$ cat config.mk
export PLATFORM = sky130hd
export DESIGN_NAME = ext_stream_ctrl
export DESIGN_NICKNAME = d
export VERILOG_FILES = /design/src/rtl/ext_stream_ctrl_pkg.sv /design/src/rtl/ext_datapath.sv /design/src/rtl/signExt.sv /design/src/rtl/zeroExt.sv /design/src/rtl/ext_stream_ctrl.sv
export SDC_FILE = /design/constraint.sdc
export NUM_CORES = 1
export LEC_CHECK = 0
export ABC_CLOCK_PERIOD_IN_PS = 2900
export BUFFER_PORTS_ARGS = -buffer_cell sky130_fd_sc_hd__buf_2
export CAP_MARGIN = 20
export CORE_ASPECT_RATIO = 0.75
export CORE_UTILIZATION = 28
export CTS_CLUSTER_SIZE = 24
export DETAILED_ROUTE_END_ITERATION = 10
export MAX_ROUTING_LAYER = met4
export PLACE_DENSITY_LB_ADDON = 0.1
export SLEW_MARGIN = 15
export SYNTH_ARGS = -nofsm -noshare
export SYNTH_HDL_FRONTEND = slang
export SYNTH_SLANG_ARGS = --single-unit
$ cat constraint.sdc
create_clock -name clk -period 2.9 [get_ports clk]
set_input_delay 0.29 -clock clk [delete_from_list [all_inputs] [get_ports clk]]
set_output_delay 0.29 -clock clk [all_outputs]
set_load 0.05 [all_outputs]
$ cat src/rtl/ext_stream_ctrl_pkg.sv
// Shared encodings for the INT8 extension streaming controller.
package ext_stream_ctrl_pkg;

  localparam int INT8 = 8;

  localparam logic EXT_ZERO = 1'b0;
  localparam logic EXT_SIGN = 1'b1;

  typedef enum logic [1:0] {
    ST_IDLE  = 2'd0,
    ST_BEAT0 = 2'd1,
    ST_BEAT1 = 2'd2
  } state_t;

endpackage

$ cat src/rtl/ext_datapath.sv
// Combinational lane widening: per-lane signExt/zeroExt pair plus the mode mux.
module ext_datapath
  import ext_stream_ctrl_pkg::*;
#(
  parameter int INT    = INT8,
  parameter int LENGTH = 16
) (
  input  logic [INT*LENGTH-1:0]   in_data,
  input  logic                    in_mode,
  output logic [2*INT*LENGTH-1:0] wide
);

  logic [2*INT*LENGTH-1:0] sx;
  logic [2*INT*LENGTH-1:0] zx;

  for (genvar j = 0; j < LENGTH; j++) begin : g_lane
    signExt #(.INT(INT)) u_sign (
      .a (in_data[j*INT +: INT]),
      .y (sx[j*2*INT +: 2*INT])
    );
    zeroExt #(.INT(INT)) u_zero (
      .a (in_data[j*INT +: INT]),
      .y (zx[j*2*INT +: 2*INT])
    );
  end

  assign wide = (in_mode == EXT_SIGN) ? sx : zx;

endmodule

$ cat src/rtl/signExt.sv
// Sign-extends one INT-bit lane to 2*INT bits.
module signExt #(
  parameter int INT = 8
) (
  input  logic [INT-1:0]   a,
  output logic [2*INT-1:0] y
);

  assign y = {{INT{a[INT-1]}}, a};

endmodule

$ cat src/rtl/zeroExt.sv
// Zero-extends one INT-bit lane to 2*INT bits.
module zeroExt #(
  parameter int INT = 8
) (
  input  logic [INT-1:0]   a,
  output logic [2*INT-1:0] y
);

  assign y = {{INT{1'b0}}, a};

endmodule

$ cat src/rtl/ext_stream_ctrl.sv
// Streaming sequencer: widens one packed vector per handshake and emits it
// as two input-width beats (lower lanes first) with valid/ready.
module ext_stream_ctrl
  import ext_stream_ctrl_pkg::*;
#(
  parameter int INT    = INT8,
  parameter int LENGTH = 16,
  parameter int CNT_W  = 16
) (
  input  logic                  clk,
  input  logic                  rst_n,
  input  logic                  in_valid,
  output logic                  in_ready,
  input  logic [INT*LENGTH-1:0] in_data,
  input  logic                  in_mode,
  output logic                  out_valid,
  input  logic                  out_ready,
  output logic [INT*LENGTH-1:0] out_data,
  output logic                  out_last,
  output logic                  busy,
  output logic [CNT_W-1:0]      vec_cnt
);

  localparam int HALF_W = INT * LENGTH;
  localparam int FULL_W = 2 * HALF_W;

  state_t              state_r;
  state_t              state_nxt;
  logic [FULL_W-1:0]   wide_s;
  logic [FULL_W-1:0]   result_r;
  logic [FULL_W-1:0]   result_nxt;
  logic [HALF_W-1:0]   out_data_r;
  logic [HALF_W-1:0]   out_data_nxt;
  logic                out_valid_r;
  logic                out_last_r;
  logic [CNT_W-1:0]    vec_cnt_r;
  logic                load_s;
  logic                cnt_inc_s;

  ext_datapath #(.INT(INT), .LENGTH(LENGTH)) u_datapath (
    .in_data (in_data),
    .in_mode (in_mode),
    .wide    (wide_s)
  );

  // Combinational out_ready path lets a new vector load as the last beat leaves.
  assign in_ready = (state_r == ST_IDLE) | ((state_r == ST_BEAT1) & out_ready);

  always_comb begin
    state_nxt = state_r;
    load_s    = 1'b0;
    cnt_inc_s = 1'b0;
    case (state_r)
      ST_IDLE: begin
        if (in_valid) begin
          load_s    = 1'b1;
          state_nxt = ST_BEAT0;
        end else begin
          state_nxt = ST_IDLE;
        end
      end
      ST_BEAT0: begin
        if (out_ready) begin
          state_nxt = ST_BEAT1;
        end else begin
          state_nxt = ST_BEAT0;
        end
      end
      ST_BEAT1: begin
        if (out_ready) begin
          cnt_inc_s = 1'b1;
          if (in_valid) begin
            load_s    = 1'b1;
            state_nxt = ST_BEAT0;
          end else begin
            state_nxt = ST_IDLE;
          end
        end else begin
          state_nxt = ST_BEAT1;
        end
      end
      default: begin
        state_nxt = ST_IDLE;
      end
    endcase
  end

  // Outputs are registered, so the beat is chosen from the next state/result.
  always_comb begin
    result_nxt   = result_r;
    out_data_nxt = out_data_r;
    if (load_s) begin
      result_nxt = wide_s;
    end else begin
      result_nxt = result_r;
    end
    case (state_nxt)
      ST_BEAT0: out_data_nxt = result_nxt[HALF_W-1:0];
      ST_BEAT1: out_data_nxt = result_nxt[FULL_W-1:HALF_W];
      default:  out_data_nxt = out_data_r;
    endcase
  end

  always_ff @(posedge clk or negedge rst_n) begin
    if (!rst_n) begin
      state_r     <= ST_IDLE;
      result_r    <= '0;
      out_data_r  <= '0;
      out_valid_r <= 1'b0;
      out_last_r  <= 1'b0;
      vec_cnt_r   <= '0;
    end else begin
      state_r     <= state_nxt;
      result_r    <= result_nxt;
      out_data_r  <= out_data_nxt;
      out_valid_r <= (state_nxt != ST_IDLE);
      out_last_r  <= (state_nxt == ST_BEAT1);
      if (cnt_inc_s) begin
        vec_cnt_r <= vec_cnt_r + {{(CNT_W-1){1'b0}}, 1'b1};
      end
    end
  end

  assign out_valid = out_valid_r;
  assign out_last  = out_last_r;
  assign out_data  = out_data_r;
  assign busy      = (state_r != ST_IDLE);
  assign vec_cnt   = vec_cnt_r;

endmodule

==> flow_summary.json <==
{
  "hold_class": "primary input to register",
  "clkPwrFrac": 0.213,
  "ctsResizeCount": 0,
  "critical_path.max_fanout": 30,
  "period_share": 0.7773,
  "start_kind": "register",
  "grt_usage": 0.1560,
  "synth.cell_area_um2": 15970,
  "irDropWorstVdd_mv": 0.6992,
  "layout-drive-gt1-share": 0.3381,
  "pwr-share-comb": 0.437,
  "die_y_um": 208.9,
  "area_delta_synth_final_pct": 31.82,
  "outcome": "finished clean",
  "p_switching_mw": 9.946,
  "final_cell_area_um2": 21060,
  "cp.arrival_ns": 2.73,
  "drt-pass1-iter-count": 4,
  "drv_cap": 0,
  "p_sw_frac": 0.3892,
  "clock_skew_ns": 0.01067,
  "synth-seq-area-share": 0.6329,
  "rrSetupSlack_ns": 0.65,
  "rows": 75,
  "setup_viol": 0,
  "overflow": 0,
  "p_int_mw": 15.61,
  "tritoncts": "built",
  "critical_path_class": "register to register",
  "core_um2": 56120,
  "fin_util": 0.3753,
  "place_hpwl_mm": 26.08,
  "synth_cells": 1086,
  "slew_headroom": 0.5842,
  "synth.avg_cell_area_um2": 14.71,
  "ant_nets": 0,
  "fin_crit_ns": 2.254,
  "nFillCells": 5466,
  "hold_violations": 0,
  "cts.sinks": 404,
  "grt_antenna_before_repair": 2,
  "clk_latency_ns": 0.55,
  "ys_types": 29,
  "cts-buffers-inserted": 44,
  "drtIter0Drc": 503,
  "power_density_nw_per_um2": 1214,
  "die_width_um": 277.8,
  "seq_power_share": 0.351,
  "io_pins": 281,
  "grt_pass1_wl_mm": 68.45,
  "wirelength_mm": 43.61,
  "final_common_cell": "dfrtp_1",
  "place_area_um2": 18420,
  "slew_violations": 0,
  "end_kind": "register",
  "clk_pin_slew_worst_paths_ns": 0.06,
  "tightest_slew_ns": 0.6237,
  "mappedNetlistNets": 1222,
  "initial_core_util": 0.2847,
  "htreeDepth": 2,
  "rsz0062_at_grt": "false",
  "nNetsFinal": 1640,
  "totalPowerFinal_mw": 25.55,
  "first_global_vias": 11089,
  "via_per_inst": 4.577,
  "vias": 10375,
  "final.setup.tns_ns": 0,
  "drc_errors": 0,
  "synth_seq_cells": 404,
  "cp.required_ns": 3.38,
  "grt_start_max_net_pins": 76,
  "root_buffer": "clkbuf_16",
  "layout_common_cells": "dfrtp_1, buf_2, a21o_1, nor2b_1, a221o_1",
  "gp_congestion": 0.7199,
  "fmax_mhz": 443.6,
  "leakagePower_nw": 10.99,
  "routedWlPerCell_um": 19.24,
  "numPortBuffers": 280,
  "dieArea_um2": 58020,
  "yosys_warnings": 0,
  "cts_buffer_depth": 3
}
==> routing by layer <==
layer / routed length, um / global-route usage / share of wire
met5: 0 / - / 0
met2: 19180 / 0.2272 / 0.44
met4: 714 / 0.03906 / 0.016
met1: 21090 / 0.2171 / 0.48
met3: 2616 / 0.03757 / 0.060
==> registers in the layout, summed over array words and instances (netlist names) <==
| signal | count |
|---|---|
| out_last | 1 |
| result_r | 256 |
| vec_cnt | 16 |
| out_data | 128 |
| state_r | 2 |
| out_valid | 1 |
==> cell type report <==
cell class	count	area (um^2)	area share
sequential	404	10110	0.4801
multi-input combinational	601	5458	0.2592
antenna	1	2.502	0.0001188
tap	731	914.6	0.04343
timing repair buffer	450	3191	0.1515
inverter	3	11.26	0.0005348
clock buffer	72	1318	0.06257
clock inverter	5	53.80	0.002555
==> critical path: stages, from the launching register on <==
cell and delay (ns):
dfrtp_1 0.42, nor2b_2 0.18, a211o_1 0.33, ha_4 0.33
and2_4 0.44, buf_12 0.27, a221o_1 0.19
==> cell usage after synthesis <==
master | number | area (um^2)
dfrtp_1 | 404 | 10110
nor2b_1 | 130 | 813.3
a21o_1 | 128 | 960.9
a221o_1 | 128 | 1281
mux2_4 | 110 | 1652
clkbuf_1 | 53 | 198.9
nand2_1 | 25 | 93.84
mux2_2 | 18 | 202.7
buf_6 | 16 | 180.2
nor3_1 | 16 | 80.08
xnor2_1 | 14 | 122.6
buf_2 | 8 | 40.04
nand4_1 | 6 | 37.54
nor2_1 | 5 | 18.77
nand3_1 | 4 | 20.02
ha_1 | 3 | 37.54
inv_1 | 3 | 11.26
and3_1 | 2 | 12.51
and4_1 | 2 | 17.52
or2_2 | 2 | 12.51
a211o_1 | 1 | 8.760
and2_1 | 1 | 6.260
and3b_1 | 1 | 8.760
buf_1 | 1 | 3.750
nand2b_4 | 1 | 13.76
nand3b_1 | 1 | 7.510
o21a_1 | 1 | 7.510
or2_1 | 1 | 6.260
xor2_1 | 1 | 8.760
==> cells by family (layout without fill, tap and decap cells) <==
family	Yosys count	in the layout	synth area share
multiplexers	128	128	0.1161
other	0	1	0
flip-flops	404	404	0.6329
AO/OA/AOI/OAI	258	258	0.1414
AND/OR/NAND/NOR	197	197	0.07191
buffers and inverters	81	530	0.02718
XOR/XNOR	15	15	0.008225
adder cells (fa/ha/maj)	3	3	0.002350
==> through the flow <==
step / hold WS (ns) / setup WS [ns] / instances
2_1_floorplan: -0.005591 / 0.3975 / 1086
3_3_place_gp: 0.3399 / 0.6549 / 2063
3_5_place_dp: 0.3354 / 0.6215 / 2063
4_1_cts: 0.002680 / 0.6038 / 2266
5_1_grt: 0.01342 / 0.5253 / 2267
6_report: 0.03977 / 0.6459 / 2267
==> what timing repair did <==
action,4_1_cts,5_1_grt
setup buffers,0,0
hold endpoints to repair,182,0
hold buffers,126,0
==> power by group through the flow <==
| stage | combinational [mW] | sequential, mW | clock, mW |
|---|---|---|---|
| floorplan | 5.63 | 11.5 | 0 |
| global placement | 11.1 | 9.00 | 0 |
| CTS | 11.3 | 8.97 | 5.67 |
| global route | 11.9 | 9.23 | 5.91 |
| detailed placement | 11.2 | 9.02 | 0 |
| finish | 11.2 | 8.96 | 5.44 |
==> path summary, 6_finish.rpt <==
check,from,endpoint,depth (start not counted)
min reg2reg,vec_cnt[15]$_DFFE_PN0P_,vec_cnt[15]$_DFFE_PN0P_,1
min,in_data[87],result_r[167]$_DFF_PN0_,2
min in group asynchronous,rst_n,out_data[109]$_DFFE_PN0P_,2
max reg2reg,state_r[1]$_DFF_PN0_,out_data[99]$_DFFE_PN0P_,6
max,state_r[1]$_DFF_PN0_,out_data[99]$_DFFE_PN0P_,6
max in group asynchronous,rst_n,result_r[242]$_DFF_PN0_,3
(Power assumes the default switching activity.)
